File: src/rtl/load_store_unit_pkg.sv
// load_store_unit_pkg: shared types for the RV32I load/store sequencer.
// funct3 codes, FSM state enum, latched request bundle, fault check.
package load_store_unit_pkg;

  localparam logic [2:0] F3_B  = 3'b000;
  localparam logic [2:0] F3_H  = 3'b001;
  localparam logic [2:0] F3_W  = 3'b010;
  localparam logic [2:0] F3_BU = 3'b100;
  localparam logic [2:0] F3_HU = 3'b101;

  typedef enum logic [1:0] {
    S_IDLE,
    S_READ,
    S_WRITE,
    S_RESP
  } state_t;

  typedef struct packed {
    logic        is_store;
    logic [2:0]  funct3;
    logic [31:0] addr;
    logic [31:0] data;
    logic        mis;
  } req_t;

  // Unsigned variants have no store form, so they fault as stores.
  function automatic logic is_fault(
    input logic       st,
    input logic [2:0] f3,
    input logic [1:0] lo
  );
    logic f;
    unique case (f3)
      F3_B:    f = 1'b0;
      F3_H:    f = lo[0];
      F3_W:    f = (lo != 2'b00);
      F3_BU:   f = st;
      F3_HU:   f = st | lo[0];
      default: f = 1'b1;
    endcase
    return f;
  endfunction

endpackage

File: src/rtl/load_store_unit_if.sv
// Handshake bundles for the load/store unit.
// lsu_req_if: core (master) <-> LSU (slave); lsu_mem_if: LSU (master) <-> storage (slave).
interface lsu_req_if;
  logic        reqValid;
  logic        reqReady;
  logic        reqIsStore;
  logic [2:0]  reqFunct3;
  logic [31:0] reqAddr;
  logic [31:0] reqStoreData;
  logic        respValid;
  logic [31:0] respLoadData;
  logic        respMisaligned;

  modport master (
    output reqValid, reqIsStore, reqFunct3,
    output reqAddr, reqStoreData,
    input  reqReady, respValid,
    input  respLoadData, respMisaligned
  );

  modport slave (
    input  reqValid, reqIsStore, reqFunct3,
    input  reqAddr, reqStoreData,
    output reqReady, respValid,
    output respLoadData, respMisaligned
  );
endinterface

interface lsu_mem_if #(
  parameter int ADDR_W = 28,
  parameter int ROW_W  = 32
);
  logic [ADDR_W-1:0] memReadAddr;
  logic              memReadEn;
  logic              memReadFin;
  logic [ROW_W-1:0]  memReadData;
  logic [ADDR_W-1:0] memWriteAddr;
  logic [ROW_W-1:0]  memWriteData;
  logic              memWriteEn;

  modport master (
    output memReadAddr, memReadEn,
    input  memReadFin, memReadData,
    output memWriteAddr, memWriteData, memWriteEn
  );

  modport slave (
    input  memReadAddr, memReadEn,
    output memReadFin, memReadData,
    input  memWriteAddr, memWriteData, memWriteEn
  );
endinterface

File: src/rtl/load_store_unit_align.sv
// lsu_align: combinational load extract/extend and sub-word store merge.
// row_i/funct3_i/lane_i/wdata_i in; rdata_o (load result), wrow_o (row to write) out.
import load_store_unit_pkg::*;

module lsu_align (
  input  logic [31:0] row_i,
  input  logic [2:0]  funct3_i,
  input  logic [1:0]  lane_i,
  input  logic [31:0] wdata_i,
  output logic [31:0] rdata_o,
  output logic [31:0] wrow_o
);

  logic [7:0]  byte_w;
  logic [15:0] half_w;

  always_comb begin
    byte_w = row_i[{lane_i, 3'b000} +: 8];
    half_w = lane_i[1] ? row_i[31:16] : row_i[15:0];

    unique case (funct3_i)
      F3_B:    rdata_o = {{24{byte_w[7]}}, byte_w};
      F3_H:    rdata_o = {{16{half_w[15]}}, half_w};
      F3_BU:   rdata_o = {24'h0, byte_w};
      F3_HU:   rdata_o = {16'h0, half_w};
      default: rdata_o = row_i;
    endcase

    wrow_o = row_i;
    unique case (funct3_i)
      F3_B: wrow_o[{lane_i, 3'b000} +: 8] = wdata_i[7:0];
      F3_H: begin
        if (lane_i[1]) wrow_o[31:16] = wdata_i[15:0];
        else           wrow_o[15:0]  = wdata_i[15:0];
      end
      default: wrow_o = wdata_i;
    endcase
  end

endmodule

File: src/rtl/load_store_unit.sv
// load_store_unit: multicycle RV32I load/store sequencer over word storage.
// clk, rst (sync, high); req: lsu_req_if.slave; mem: lsu_mem_if.master.
import load_store_unit_pkg::*;

module load_store_unit #(
  parameter int READ_ADDR_SIZE = 28,
  parameter int ROW_WIDTH      = 32
) (
  input  logic           clk,
  input  logic           rst,
  lsu_req_if.slave       req,
  lsu_mem_if.master      mem
);

  state_t               state_q, state_d;
  req_t                 req_q, req_d;
  logic [ROW_WIDTH-1:0] row_q, row_d;

  logic        fault_w;
  logic [31:0] ld_w;
  logic [31:0] st_w;
  logic        resp_w;
  logic        unused_hi;

  assign fault_w = is_fault(req.reqIsStore,
                            req.reqFunct3,
                            req.reqAddr[1:0]);
  assign unused_hi = ^req_q.addr[31:READ_ADDR_SIZE+2];

  lsu_align u_align (
    .row_i    (row_q),
    .funct3_i (req_q.funct3),
    .lane_i   (req_q.addr[1:0]),
    .wdata_i  (req_q.data),
    .rdata_o  (ld_w),
    .wrow_o   (st_w)
  );

  always_ff @(posedge clk) begin
    if (rst) begin
      state_q <= S_IDLE;
      req_q   <= '0;
      row_q   <= '0;
    end else begin
      state_q <= state_d;
      req_q   <= req_d;
      row_q   <= row_d;
    end
  end

  always_comb begin
    state_d = state_q;
    req_d   = req_q;
    row_d   = row_q;
    unique case (state_q)
      S_IDLE: begin
        if (req.reqValid) begin
          req_d.is_store = req.reqIsStore;
          req_d.funct3   = req.reqFunct3;
          req_d.addr     = req.reqAddr;
          req_d.data     = req.reqStoreData;
          req_d.mis      = fault_w;
          if (fault_w)
            state_d = S_RESP;
          else if (req.reqIsStore && req.reqFunct3 == F3_W)
            state_d = S_WRITE;
          else
            state_d = S_READ;
        end
      end
      S_READ: begin
        if (mem.memReadFin) begin
          row_d   = mem.memReadData;
          state_d = req_q.is_store ? S_WRITE : S_RESP;
        end
      end
      S_WRITE: state_d = S_RESP;
      S_RESP:  state_d = S_IDLE;
      default: state_d = S_IDLE;
    endcase
  end

  // Storage strobes and response are suppressed while rst is high so an
  // abandoned operation never touches storage or reports completion.
  always_comb begin
    resp_w             = (state_q == S_RESP) && !rst;
    req.reqReady       = (state_q == S_IDLE);
    req.respValid      = resp_w;
    req.respMisaligned = resp_w && req_q.mis;
    req.respLoadData   = (resp_w && !req_q.is_store && !req_q.mis)
                         ? ld_w : 32'h0;
    mem.memReadEn      = (state_q == S_READ) && !rst;
    mem.memWriteEn     = (state_q == S_WRITE) && !rst;
    mem.memReadAddr    = req_q.addr[READ_ADDR_SIZE+1:2];
    mem.memWriteAddr   = req_q.addr[READ_ADDR_SIZE+1:2];
    mem.memWriteData   = (req_q.funct3 == F3_W) ? req_q.data : st_w;
  end

endmodule

File: src/flat_wrapper.sv
// flat-port wrapper written by rule: the top's interface ports become plain ports
module load_store_unit_flat 
#(
  parameter int READ_ADDR_SIZE = 28,
  parameter int ROW_WIDTH      = 32
)
  (clk, rst, req_reqValid, req_reqIsStore, req_reqFunct3, req_reqAddr, req_reqStoreData, req_reqReady, req_respValid, req_respLoadData, req_respMisaligned, mem_memReadAddr, mem_memReadEn, mem_memReadFin, mem_memReadData, mem_memWriteAddr, mem_memWriteData, mem_memWriteEn);
  lsu_req_if req_i ();
  lsu_mem_if #(.ADDR_W(28), .ROW_W(32)) mem_i ();
  input  logic clk;
  input  logic rst;
  input wire logic [$bits(req_i.reqValid)-1:0] req_reqValid;
  input wire logic [$bits(req_i.reqIsStore)-1:0] req_reqIsStore;
  input wire logic [$bits(req_i.reqFunct3)-1:0] req_reqFunct3;
  input wire logic [$bits(req_i.reqAddr)-1:0] req_reqAddr;
  input wire logic [$bits(req_i.reqStoreData)-1:0] req_reqStoreData;
  output wire logic [$bits(req_i.reqReady)-1:0] req_reqReady;
  output wire logic [$bits(req_i.respValid)-1:0] req_respValid;
  output wire logic [$bits(req_i.respLoadData)-1:0] req_respLoadData;
  output wire logic [$bits(req_i.respMisaligned)-1:0] req_respMisaligned;
  output wire logic [$bits(mem_i.memReadAddr)-1:0] mem_memReadAddr;
  output wire logic [$bits(mem_i.memReadEn)-1:0] mem_memReadEn;
  input wire logic [$bits(mem_i.memReadFin)-1:0] mem_memReadFin;
  input wire logic [$bits(mem_i.memReadData)-1:0] mem_memReadData;
  output wire logic [$bits(mem_i.memWriteAddr)-1:0] mem_memWriteAddr;
  output wire logic [$bits(mem_i.memWriteData)-1:0] mem_memWriteData;
  output wire logic [$bits(mem_i.memWriteEn)-1:0] mem_memWriteEn;
  assign req_i.reqValid = req_reqValid;
  assign req_i.reqIsStore = req_reqIsStore;
  assign req_i.reqFunct3 = req_reqFunct3;
  assign req_i.reqAddr = req_reqAddr;
  assign req_i.reqStoreData = req_reqStoreData;
  assign req_reqReady = req_i.reqReady;
  assign req_respValid = req_i.respValid;
  assign req_respLoadData = req_i.respLoadData;
  assign req_respMisaligned = req_i.respMisaligned;
  assign mem_memReadAddr = mem_i.memReadAddr;
  assign mem_memReadEn = mem_i.memReadEn;
  assign mem_i.memReadFin = mem_memReadFin;
  assign mem_i.memReadData = mem_memReadData;
  assign mem_memWriteAddr = mem_i.memWriteAddr;
  assign mem_memWriteData = mem_i.memWriteData;
  assign mem_memWriteEn = mem_i.memWriteEn;
  load_store_unit #(.READ_ADDR_SIZE(READ_ADDR_SIZE), .ROW_WIDTH(ROW_WIDTH)) u_core (.clk(clk), .rst(rst), .req(req_i), .mem(mem_i));
endmodule
File: config.mk
export PLATFORM = sky130hd
export DESIGN_NAME = load_store_unit_flat
export DESIGN_NICKNAME = d
export VERILOG_FILES = /design/src/rtl/load_store_unit_pkg.sv /design/src/rtl/load_store_unit_if.sv /design/src/rtl/load_store_unit_align.sv /design/src/rtl/load_store_unit.sv /design/src/flat_wrapper.sv
export SDC_FILE = /design/constraint.sdc
export NUM_CORES = 1
export LEC_CHECK = 0
export CAP_MARGIN = 0
export CORE_ASPECT_RATIO = 0.8
export CORE_MARGIN = 1.5
export CORE_UTILIZATION = 45
export CTS_BUF_LIST = sky130_fd_sc_hd__clkbuf_8
export CTS_CLUSTER_DIAMETER = 60
export DETAILED_ROUTE_END_ITERATION = 6
export GPL_TIMING_DRIVEN = 0
export PLACE_DENSITY = 0.94
export SLEW_MARGIN = 10
export SYNTH_ARGS = -nofsm -noshare
export SYNTH_HDL_FRONTEND = slang
export SYNTH_SLANG_ARGS = --single-unit
File: constraint.sdc
create_clock -name clk -period 3 [get_ports clk]
set_clock_uncertainty 0.05 [all_clocks]
set_input_delay 0.6 -clock clk [delete_from_list [all_inputs] [get_ports clk]]
set_output_delay 0.6 -clock clk [all_outputs]
set_load 0.02 [all_outputs]
==> out/qor.log, run 1 <==
qor: run_status.run_status completed
qor: yosys.fraction_of_the_mapped_netlist_area_in_simple_logic_gates 21.0%
qor: placement.dpl.cell_count 1106
qor: routing.routedWlPerCell 17.7 um
qor: power.finalPower 5.38 mW
qor: yosys.synth_enable_flop_cells 0
qor: min_path.worst_hold_class reg2reg
qor: yosys.synthesized_netlist_cell_count 733
qor: placement.placer_s_final_routability_congestion_estimate 1.06
qor: critical_path.critical_path_class reg2out
qor: run.maxCapViolations 0
qor: layout.finalNonFillerCells 1140
qor: timing.hold_ws 0.422 ns
qor: clock_network.numCtsBuffers 9
qor: yosys.yosys-mux-area-fraction 2.08%
qor: die.pin_count 229
qor: yosys.synth_top_family_by_area compound AO/OA/AOI/OAI gates
qor: routing.drc 0
qor: layout.fillCellCount 918
qor: routing.drtPass1Iterations 6
qor: critical_path.arrival_time_at_the_worst_endpoint 2.32 ns
qor: layout.area_growth_syn_to_layout 50.1%
qor: layout.post-route-cell-area 8230 um^2
qor: timing.slew_headroom 57.4%
qor: routing.antenna_violating_nets_post_route 0
qor: clock_network.worst_setup_hold_path_clk_slew 0.10 ns
qor: global_routing.number_of_global_route_vias_before_repair 5859
qor: min_path.worstHoldStart u_core.req_q[20]$_SDFFE_PP0P_
qor: global_routing.grt_max_degree 17
qor: yosys.synth_top_area_cell dfxtp_1
qor: yosys.synth-xor-area-share 0%
qor: die.fp.coreArea 11700 um^2
qor: placement.detailed_place.area 7920 um^2
qor: critical_path.worstRegToRegCells 8
qor: timing.max_slew.worst_pin.slew 0.638 ns
qor: clock_network.clock-sinks 101
qor: layout.finish.net_count 1100
qor: yosys.synth_nets 846
qor: yosys.ys_async_sr_fraction 0%
qor: yosys.ys_seq_elements 101
qor: routing.avgViaCountPerCell 5.54
qor: yosys.synth_cell_types 53
qor: routing.maxUsedRoutingLayer met4
qor: yosys.yosys_most_used_dff dfxtp_1
qor: yosys.post_synth_fa_ha_maj_area_fraction 2.05%
qor: routing.via_count 6316
qor: routing.route.met3.wl 2450 um
qor: clock_network.tritoncts_clock_tree yes
qor: die.die_width 126 um
qor: layout.layout.cells.most_common nand2_1
qor: timing.hold_viol 0
qor: critical_path.crit_fanout 7
qor: clock_network.clock_tree.buffer_depth 2
qor: routing.dr_wl_met2 9080 um
qor: yosys.yosys_warnings 0
qor: clock_network.clock_latency_late_sink 0.38 ns
qor: yosys.cell_area_after_synthesis 5480 um^2
qor: timing.finalMaxSlewViolations 0
qor: min_path.timing.hold.worst_endpoint u_core.req_q[20]$_SDFFE_PP0P_
qor: yosys.synth.area.top_cells dfxtp_1, nand2_1, a21oi_1
qor: power.power_per_cell_area 654 nW/um^2
qor: clock_network.h-tree-depth 3
qor: layout.proportion_of_layout_cells_with_a_drive_suffix_above_1 19.6%
qor: critical_path.critical_path.startpoint_type flop
qor: timing.period_needed 2.97 ns
qor: layout.most-common-layout-cells nand2_1, clkdlybuf4s50_1, a21oi_1
qor: yosys.yosysTopAreaCellShare 36.9%
qor: power.power.ir.vdd_worst 0.387 mV
qor: routing.wl 20200 um
qor: die.fp.dieArea 12900 um^2
qor: placement.place.port_buffers 225
qor: timing.grt_setup_unrepaired yes
qor: global_routing.grt-ovfl-total 0
qor: power.static-leakage-power 3.42 nW
qor: clock_network.root_buffer_master clkbuf_8
qor: critical_path.cp.required 2.35 ns
qor: critical_path.cp-end-kind primary output
qor: die.floorplan.initialDensity 46.9%
qor: critical_path.regToRegEndpoint u_core.req_q[2]$_SDFFE_PP0P_
qor: placement.dp_hpwl 14900 um
qor: min_path.min_path_cells 2
qor: die.fp.dieH 102 um
qor: critical_path.worstReg2RegStart u_core.state_q[0]$_SDFFE_PP0P_
qor: timing.final_min_period_over_clock_period 99.1%
qor: critical_path.reg2reg_slack 0.91 ns
qor: timing.setup_viol 0
qor: timing.clock.fmax 336 MHz
qor: yosys.synth_area_per_cell 7.48 um^2
qor: yosys.synth_seq_area_share 36.9%
qor: layout.ant_cells 0
qor: yosys.synth_compound_gate_area_share 24.4%
qor: die.row_count 35
qor: global_routing.gr-usage-all-layers 30.7%
qor: routing.detailedRoute.firstIterationViolations 747
qor: global_routing.grt_antenna_before_repair 0
qor: global_routing.grt_pass1_wl 30400 um
qor: routing.drt-met1-wl 7930 um
-- kinds of logic after synthesis --
family	Yosys count
AND/OR/NAND/NOR	278
AO/OA/AOI/OAI	206
buffers and inverters	129
flip-flops	101
multiplexers	10
adder cells (fa/ha/maj)	9
-- per-stage QoR --
step                      setup slack [ns]  util [%]  TNS [ns]
after detailed placement            -0.403      67.7     -9.45
after global routing               -0.0487      70.4    -0.165
after global placement              -0.368      67.7     -8.13
after CTS                          0.00448      70.4         0
final                               0.0266      70.4         0
after floorplan                      0.336         -         0
-- cells in the mapped netlist, drive strengths merged (2+ instances only) --
| library cell | n |
|---|---|
| a211oi | 4 |
| a22o | 16 |
| a21oi | 134 |
| a21o | 8 |
| nor4bb | 2 |
| mux2i | 2 |
| nor4 | 2 |
| or2 | 2 |
| o21ai | 11 |
| nor3b | 2 |
| nor2 | 20 |
| nor2b | 3 |
| inv | 24 |
| dfxtp | 101 |
| a222oi | 8 |
| a31o | 2 |
| nand3 | 2 |
| buf | 73 |
| nor3 | 2 |
| o221ai | 8 |
| a22oi | 8 |
| nand2b | 2 |
| nand2 | 235 |
| mux2 | 8 |
| and2 | 3 |
| ha | 9 |
| clkbuf | 31 |
-- worst max-delay path by stage --
stage | from | to | slack (ns) | depth (start not counted)
CTS | u_core.req_q[34]$_SDFFE_PP0P_ | mem_memWriteData[30] | 0.004 | 9
global route | u_core.req_q[34]$_SDFFE_PP0P_ | mem_memWriteData[30] | -0.05 | 9
finish | u_core.req_q[34]$_SDFFE_PP0P_ | mem_memWriteData[21] | 0.03 | 7
global placement | u_core.req_q[33]$_SDFFE_PP0P_ | mem_memWriteData[9] | -0.37 | 7
detailed placement | u_core.req_q[33]$_SDFFE_PP0P_ | mem_memWriteData[9] | -0.40 | 7
floorplan | rst | req_respLoadData[14] | 0.34 | 6
-- critical path, cell delays in order (launching register included) --
cell	delay, ns
dfxtp_4	0.36
buf_6	0.13
buf_4	0.13
a211o_1	0.34
a21oi_2	0.37
a22o_1	0.19
a21o_1	0.11
clkdlybuf4s15_1	0.32
-- registers in the layout, summed over array words and instances, names as in the netlist --
name	count
u_core.mem.memReadAddr	28
u_core.req_q	39
u_core.row_q	32
u_core.state_q	2
-- layout make-up --
cell class	instances	area, um^2	area share [%]
multi-input combinational	503	2810	34.1
sequential	101	2030	24.7
inverter	25	101	1.23
tap	148	185	2.25
clock inverter	6	62.6	0.760
timing repair buffer	243	2240	27.2
buffer	104	661	8.03
clock buffer	10	138	1.67
-- metal layers --
layer / track usage, % / vias to the layer above
met1: 38.6 / 2865
met3: 8.66 / 92
met2: 50.4 / 445
met5: 0 / -
met4: 11.9 / 0
li1: - / 2914
-- power by group --
| group | switching, mW | leakage, nW | total (mW) | internal [mW] |
|---|---|---|---|---|
| Clock | 0.491 | 0.100 | 0.898 | 0.407 |
| Sequential | 0.266 | 0.826 | 1.84 | 1.57 |
| Combinational | 1.49 | 2.49 | 2.64 | 1.16 |
| Total | 2.24 | 3.42 | 5.38 | 3.14 |
-- repair_timing --
| item | 4_1_cts | 5_1_grt |
|---|---|---|
| gates resized for setup | 125 | 95 |
| hold buffers | 0 | 0 |
| endpoints found under the setup margin | 64 | 44 |
| setup buffers | 13 | 5 |
| pin swaps | 6 | 6 |
No activity file was read; power rests on OpenSTA's default activity.
==> run 2: changes to the inputs <==
--- a/config.mk
+++ b/config.mk
@@ -14,7 +14,6 @@
 export DETAILED_ROUTE_END_ITERATION = 6
 export GPL_TIMING_DRIVEN = 0
 export PLACE_DENSITY = 0.94
-export SLEW_MARGIN = 10
 export SYNTH_ARGS = -nofsm -noshare
 export SYNTH_HDL_FRONTEND = slang
 export SYNTH_SLANG_ARGS = --single-unit
==> constraint.sdc (replaced) <==
create_clock -name clk -period 3.2 [get_ports clk]
set_clock_uncertainty 0.05 [all_clocks]
set_input_delay 0.64 -clock clk [delete_from_list [all_inputs] [get_ports clk]]
set_output_delay 0.64 -clock clk [all_outputs]
set_load 0.02 [all_outputs]
==> run 2 against run 1 <==
  * The flow now finishes with violations (design-rule violations)
  * Global-route usage shrank 0.59 points
  * Hold slack lost 0.0051 ns
  * Utilization is essentially flat
  * Cell count shrank 0.53%
  * Clock power shrank 6.7%
  * Clock-buffer cell count is the same
  * Die area is the same
  * Sequential share of layout area is essentially flat
  * Sequential power shrank 6%
  * Cell area is essentially flat
  * Critical path type unchanged
==> out/qor.log, run 2 (same netlist as run 1, synthesis figures left out) <==
qor: run_status.run_status complete, but fails checks
qor: run_status.failed_checks design-rule violations
qor: placement.dp_slack -0.243 ns [+0.160 ns]
qor: routing.drc 5 [+5]
qor: timing.finalMaxSlewViolations 0 [unchanged]
qor: timing.slew_headroom 48.2% [-9.2 points]
qor: critical_path.critical_path_class reg2out
qor: layout.finalNonFillerCells 1134 [-0.53%]
qor: timing.max_slew.worst_pin.slew 0.776 ns [+0.138 ns]
qor: power.power.ir.vdd_worst 0.361 mV [-6.7%]
qor: global_routing.grt_max_degree 17 [unchanged]
qor: routing.via_count 6327 [+0.17%]
qor: global_routing.gr-usage-all-layers 30.1% [-0.59 points]
qor: layout.layout.cells.most_common nand2_1
qor: routing.avgViaCountPerCell 5.58 [+0.70%]
qor: clock_network.numCtsBuffers 9 [unchanged]
qor: layout.most-common-layout-cells nand2_1, clkdlybuf4s50_1, a21oi_1
qor: layout.proportion_of_layout_cells_with_a_drive_suffix_above_1 16.0% [-3.5 points]
qor: power.netSwitchingFraction 41.8% [+0.092 points]
qor: timing.setup_viol 0 [unchanged]
qor: clock_network.clock_latency_late_sink 0.38 ns [about the same]
qor: critical_path.cp.required 2.51 ns [+0.16 ns]
qor: routing.routedWlPerCell 17.9 um [+0.99%]
qor: global_routing.grt_antenna_before_repair 0 [unchanged]
qor: clock_network.h-tree-depth 3 [unchanged]
qor: clock_network.clock-sinks 101 [unchanged]
qor: routing.wl 20300 um [+0.46%]
qor: timing.hold_ws 0.417 ns [-0.00507 ns]
qor: timing.setup-tns-final 0 ns [unchanged]
qor: critical_path.cp-end-kind primary output
qor: die.fp.coreArea 11700 um^2 [unchanged]
qor: run.maxCapViolations 0 [unchanged]
qor: global_routing.grt_pass1_wl 29700 um [-2.3%]
qor: die.floorplan.initialDensity 46.9% [unchanged]
qor: power.power_report.internal_total 2.91 mW [-7.3%]
qor: layout.regArea 2030 um^2 [-0.12%]
qor: timing.clock.fmax 313 MHz
qor: layout.max_flop_register u_core.req_q
qor: power.p_clk_share 16.8% [about the same]
qor: timing.hold_viol 0 [unchanged]
qor: power.power.share.sequential 34.6% [+0.4 points]
qor: die.fp.dieArea 12900 um^2 [unchanged]
qor: power.power_per_cell_area 607 nW/um^2 [-7.2%]
qor: routing.detailedRoute.firstIterationViolations 715 [-4.3%]
qor: layout.post-route-util 70.4% [about the same]
qor: placement.placer_s_final_routability_congestion_estimate 1.06 [unchanged]
qor: global_routing.number_of_global_route_vias_before_repair 5718 [-2.4%]
qor: clock_network.clock_tree.buffer_depth 2 [unchanged]
qor: layout.number_of_flip_flops_in_the_largest_register 39 [unchanged]
qor: min_path.worst_hold_class reg2reg
qor: layout.multi_input_area 2780 um^2 [-1.2%]
qor: die.row_count 35 [unchanged]
qor: power.static-leakage-power 3.65 nW [+6.8%]
qor: critical_path.critical_path.startpoint_type flop
qor: timing.final_min_period_over_clock_period 99.7%
qor: die.pin_count 229 [unchanged]
qor: clock_network.worst_setup_hold_path_clk_slew 0.10 ns [about the same]
qor: clock_network.root_buffer_master clkbuf_8
qor: placement.dpl.cell_count 1106 [unchanged]
qor: timing.period_needed 3.19 ns
qor: layout.ant_cells 0 [unchanged]
qor: placement.dp_hpwl 14900 um [unchanged]
qor: power.power.share.combinational 48.7% [-0.4 points]
qor: layout.finish.net_count 1094 [-0.55%]
qor: die.fp.dieH 102 um [unchanged]
qor: routing.drtPass1Iterations 7 [+1]
qor: layout.fillCellCount 918 [unchanged]
qor: power.netSwitchingPower 2.09 mW [-6.9%]
qor: routing.antenna_violating_nets_post_route 0 [unchanged]
qor: critical_path.arrival_time_at_the_worst_endpoint 2.50 ns [+0.18 ns]
qor: global_routing.grt-ovfl-total 0 [unchanged]
qor: timing.post-route-worst-setup-slack 0.00963 ns [-0.0170 ns]
qor: clock_network.tritoncts_clock_tree yes
qor: die.die_width 126 um [unchanged]
qor: placement.place.port_buffers 225 [unchanged]
qor: critical_path.crit_fanout 10 [+3]
qor: clock_network.cts_hold_bufs 0 [unchanged]
qor: layout.area_growth_syn_to_layout 50.2% [about the same]
-- run 2: changes by cell type in the layout (fill, tap and decap cells not counted), sizes merged --
cell           delta
clkdlybuf4s50     +1
clkbuf            -5
dlymetal6s2s     +16
buf              -21
dlygate4sd2       +2
clkdlybuf4s15     +1
-- run 2: worst max-delay path: stages, from the launching register on --
cell and delay (ns):
dfxtp_4 0.45, clkinvlp_4 0.22, ha_4 0.31, nor4_4 0.22, buf_4 0.16, a31o_4 0.22
a22o_1 0.18, dlygate4sd2_1 0.35
-- run 2: power groups by stage --
stage	registers (mW)	logic (mW)	clock network, mW
2_1_floorplan	1.63	1.49	0
3_3_place_gp	1.72	2.30	0
3_5_place_dp	1.73	2.35	0
4_1_cts	1.70	2.35	0.846
5_1_grt	1.74	2.60	0.889
6_report	1.73	2.43	0.838
-- run 2: layout make-up --
cell class              instances  share of cell area (%)
well taps                     148                    2.25
clock buffers                  10                    1.67
repair buffers                237                    27.8
flip-flops and latches        101                    24.6
inverters                      25                    1.23
clock inverters                 6                   0.760
plain buffers                 104                    7.98
multi-input cells             503                    33.7
-- run 2: path summary, 6_finish.rpt --
kind	startpoint	endpoint	slack, ns	cells past startpoint
setup / recovery	u_core.req_q[33]$_SDFFE_PP0P_	mem_memWriteData[6]	0.01	7
hold / removal	u_core.req_q[20]$_SDFFE_PP0P_	u_core.req_q[20]$_SDFFE_PP0P_	0.42	2
setup reg to reg	u_core.state_q[0]$_SDFFE_PP0P_	u_core.req_q[0]$_SDFFE_PP0P_	1.08	8
hold reg to reg	u_core.req_q[20]$_SDFFE_PP0P_	u_core.req_q[20]$_SDFFE_PP0P_	0.42	2
-- run 2: routing by layer --
metal	global-route usage (%)	up-vias	routed length [um]	share of wire [%]
met5	0	-	0	0
met4	9.46	0	820	4.0
met3	9.03	97	2540	13
met2	49.1	459	9100	45
li1	-	2909	-	-
met1	38.6	2862	7850	39
-- run 2: repair_timing --
| item | in CTS | in global routing |
|---|---|---|
| endpoints found under the setup margin | 53 | 38 |
| buffers inserted | 8 | 4 |
| pin swaps | 3 | 4 |
| gates resized for setup | 74 | 59 |
-- run 2: metrics by stage --
step	area, um^2	total power, mW
floorplan	5480	3.13
finish	8230	5.00
global placement	7920	4.02
detailed placement	7920	4.07
CTS	8200	4.90
global route	8230	5.23
==> run 3: changes to the inputs <==
--- a/config.mk
+++ b/config.mk
@@ -7,7 +7,6 @@
 export LEC_CHECK = 0
 export CAP_MARGIN = 0
 export CORE_ASPECT_RATIO = 0.8
-export CORE_MARGIN = 1.5
 export CORE_UTILIZATION = 45
 export CTS_BUF_LIST = sky130_fd_sc_hd__clkbuf_8
 export CTS_CLUSTER_DIAMETER = 60
==> run 3 against run 2 <==
  * The flow finishes with violations (design-rule violations, negative setup slack)
  * Via count grew 1.0%
  * Clock power shrank 3.1%
  * Worst setup slack lost 0.038 ns
  * Hold slack got worse by 0.0025 ns
  * Combinational power hardly changed
  * Clock-buffer cell count shrank 1
==> out/qor.log, run 3 (same netlist as run 1, synthesis figures left out) <==
qor: placement.placer_s_final_routability_congestion_estimate 1.02 [-3.7%]
qor: layout.most-common-layout-cells nand2_1, clkdlybuf4s50_1, a21oi_1
qor: clock_network.clock_tree.buffer_depth 2 [unchanged]
qor: layout.finalNonFillerCells 1141 [+0.62%]
qor: clock_network.tritoncts_clock_tree yes
qor: global_routing.grt-ovfl-total 0 [unchanged]
qor: run_status.failed_checks design-rule violations, negative setup slack
qor: die.pin_count 229 [unchanged]
qor: die.fp.dieArea 12600 um^2 [-1.8%]
qor: run_status.run_status complete, but fails checks
qor: clock_network.root_buffer_master clkbuf_8
qor: timing.max_slew.worst_pin.slew 0.735 ns [-0.0415 ns]
qor: min_path.worst_hold_class reg2reg
qor: layout.proportion_of_layout_cells_with_a_drive_suffix_above_1 15.8% [-0.21 points]
qor: timing.post-route-worst-setup-slack -0.0287 ns [-0.0384 ns]
qor: routing.avgViaCountPerCell 5.60 [+0.41%]
qor: critical_path.arrival_time_at_the_worst_endpoint 2.54 ns [+0.04 ns]
qor: routing.drc 14 [+9]
qor: timing.setup_viol 2 [+2]
qor: die.row_count 35 [unchanged]
qor: routing.antenna_violating_nets_post_route 0 [unchanged]
qor: clock_network.clock-sinks 101 [unchanged]
qor: critical_path.worstRegToRegCells 7 [-1]
qor: placement.dp_slack -0.211 ns [+0.0317 ns]
qor: global_routing.grt_max_degree 17 [unchanged]
qor: routing.detailedRoute.firstIterationViolations 715 [unchanged]
qor: die.fp.coreArea 11700 um^2 [unchanged]
qor: timing.clock.fmax 310 MHz [-1.2%]
qor: global_routing.grt_antenna_before_repair 0 [unchanged]
qor: layout.ant_cells 0 [unchanged]
qor: global_routing.grt_pass1_wl 29400 um [-1.1%]
qor: critical_path.crit_fanout 7 [-3]
qor: critical_path.regToRegEndpoint u_core.mem.memReadAddr[25]$_SDFFE_PP0P_
qor: global_routing.number_of_global_route_vias_before_repair 5635 [-1.5%]
qor: routing.routedWlPerCell 17.8 um [-0.42%]
qor: power.power_per_cell_area 599 nW/um^2 [-1.4%]
qor: critical_path.critical_path.startpoint_type flop
qor: die.fp.dieH 101 um [-0.98%]
qor: routing.via_count 6392 [+1.0%]
qor: critical_path.worstSetupStartpoint u_core.req_q[34]$_SDFFE_PP0P_
qor: placement.dpl.cell_count 1106 [unchanged]
qor: layout.max_flop_register u_core.req_q
qor: timing.setup-tns-final -0.0326 ns [-0.0326 ns]
qor: timing.finalMaxSlewViolations 0 [unchanged]
qor: die.floorplan.initialDensity 46.9% [unchanged]
qor: timing.period_needed 3.23 ns [+0.0384 ns]
qor: critical_path.critical_path_class reg2out
qor: clock_network.clock_latency_late_sink 0.37 ns [about the same]
qor: critical_path.cp.required 2.51 ns [about the same]
qor: timing.final_min_period_over_clock_period 101% [+1.2 points]
qor: power.static-leakage-power 3.70 nW [+1.4%]
qor: routing.wl 20300 um [+0.20%]
qor: layout.multi_input_area 2780 um^2 [about the same]
qor: die.die_width 125 um [-0.79%]
qor: critical_path.reg2reg_slack 1.18 ns [+0.10 ns]
qor: critical_path.cp-end-kind primary output
qor: clock_network.worst_setup_hold_path_clk_slew 0.09 ns [about the same]
qor: layout.finish.net_count 1101 [+0.64%]
qor: layout.regArea 2030 um^2 [about the same]
qor: placement.place.port_buffers 225 [unchanged]
qor: critical_path.worst_setup_path_endpoint mem_memWriteData[13]
qor: power.power.ir.vdd_worst 0.337 mV [-6.7%]
qor: timing.slew_headroom 51.0% [+2.8 points]
qor: clock_network.h-tree-depth 3 [unchanged]
qor: placement.dp_hpwl 14900 um [about the same]
qor: critical_path.worstReg2RegStart u_core.state_q[1]$_SDFFE_PP0P_
qor: run.maxCapViolations 0 [unchanged]
qor: layout.number_of_flip_flops_in_the_largest_register 39 [unchanged]
qor: layout.fillCellCount 897 [-2.3%]
qor: clock_network.numCtsBuffers 9 [unchanged]
qor: layout.area_growth_syn_to_layout 51.9%
qor: routing.drtPass1Iterations 7 [unchanged]
qor: timing.hold_viol 0 [unchanged]
qor: timing.hold_ws 0.415 ns [-0.00250 ns]
qor: global_routing.gr-usage-all-layers 30.2% [+0.15 points]
qor: layout.layout.cells.most_common nand2_1
-- run 3: cell types whose count changed in the layout (fill, tap and decap cells not counted), sizes merged --
cell	delta
inv	+1
clkdlybuf4s50	-1
clkdlybuf4s15	+4
clkinvlp	-1
clkbuf	-7
buf	-1
dlygate4sd2	+11
clkinv	+1
-- run 3: worst max-delay path: stages, from the launching register on --
cell and delay, ns:
dfxtp_2 0.35, buf_6 0.13, clkinvlp_4 0.12, buf_4 0.12, ha_1 0.26, nand2_1 0.16, nor4b_4 0.27, buf_4 0.21
a22oi_1 0.10, nand2_1 0.10, dlygate4sd2_1 0.36
-- run 3: layer usage --
layer  part of all wire [%]  vias up  GRT usage (%)
met2                     45      472           50.4
met1                     38     2904           37.8
li1                       -     2922              -
met5                      0        -              0
met4                    4.2        0           11.6
met3                     12       94           7.75
-- run 3: metrics by stage --
stage	instance area, um^2	power [mW]	utilization [%]
global placement	7920	4.01	67.7
global route	8330	5.22	71.2
detailed placement	7920	4.07	67.7
CTS	8180	4.86	69.9
floorplan	5480	3.13	-
finish	8330	4.98	71.2
-- run 3: timing repair --
| action | in CTS | in global routing |
|---|---|---|
| pin swaps | 2 | 2 |
| hold buffers | 0 | 0 |
| setup endpoints to repair | 53 | 38 |
| resized for setup | 80 | 31 |
| setup buffers | 7 | 12 |
-- run 3: worst min path at each step --
stage / end / cells after the start / startpoint / slack [ns]
after global routing: u_core.req_q[9]$_SDFFE_PP0P_ / 2 / u_core.req_q[9]$_SDFFE_PP0P_ / 0.44
after detailed placement: u_core.req_q[19]$_SDFFE_PP0P_ / 2 / u_core.req_q[19]$_SDFFE_PP0P_ / 0.40
after CTS: u_core.req_q[19]$_SDFFE_PP0P_ / 2 / u_core.req_q[19]$_SDFFE_PP0P_ / 0.42
after global placement: u_core.req_q[20]$_SDFFE_PP0P_ / 2 / u_core.req_q[20]$_SDFFE_PP0P_ / 0.40
after floorplan: u_core.req_q[25]$_SDFFE_PP0P_ / 2 / u_core.req_q[25]$_SDFFE_PP0P_ / 0.39
final: u_core.req_q[19]$_SDFFE_PP0P_ / 2 / u_core.req_q[19]$_SDFFE_PP0P_ / 0.41
-- run 3: cell type report --
type,count,area share [%]
Timing Repair Buffer,244,28.7
Multi-Input combinational cell,503,33.4
Clock buffer,9,1.49
Clock inverter,7,0.811
Tap cell,148,2.22
Buffer,104,7.87
Inverter,25,1.22
Sequential cell,101,24.3
-- run 3: power breakdown --
group	switching [mW]	internal (mW)	total, mW
clock	0.453	0.359	0.812
combinational	1.37	1.08	2.45
sequential	0.250	1.47	1.72
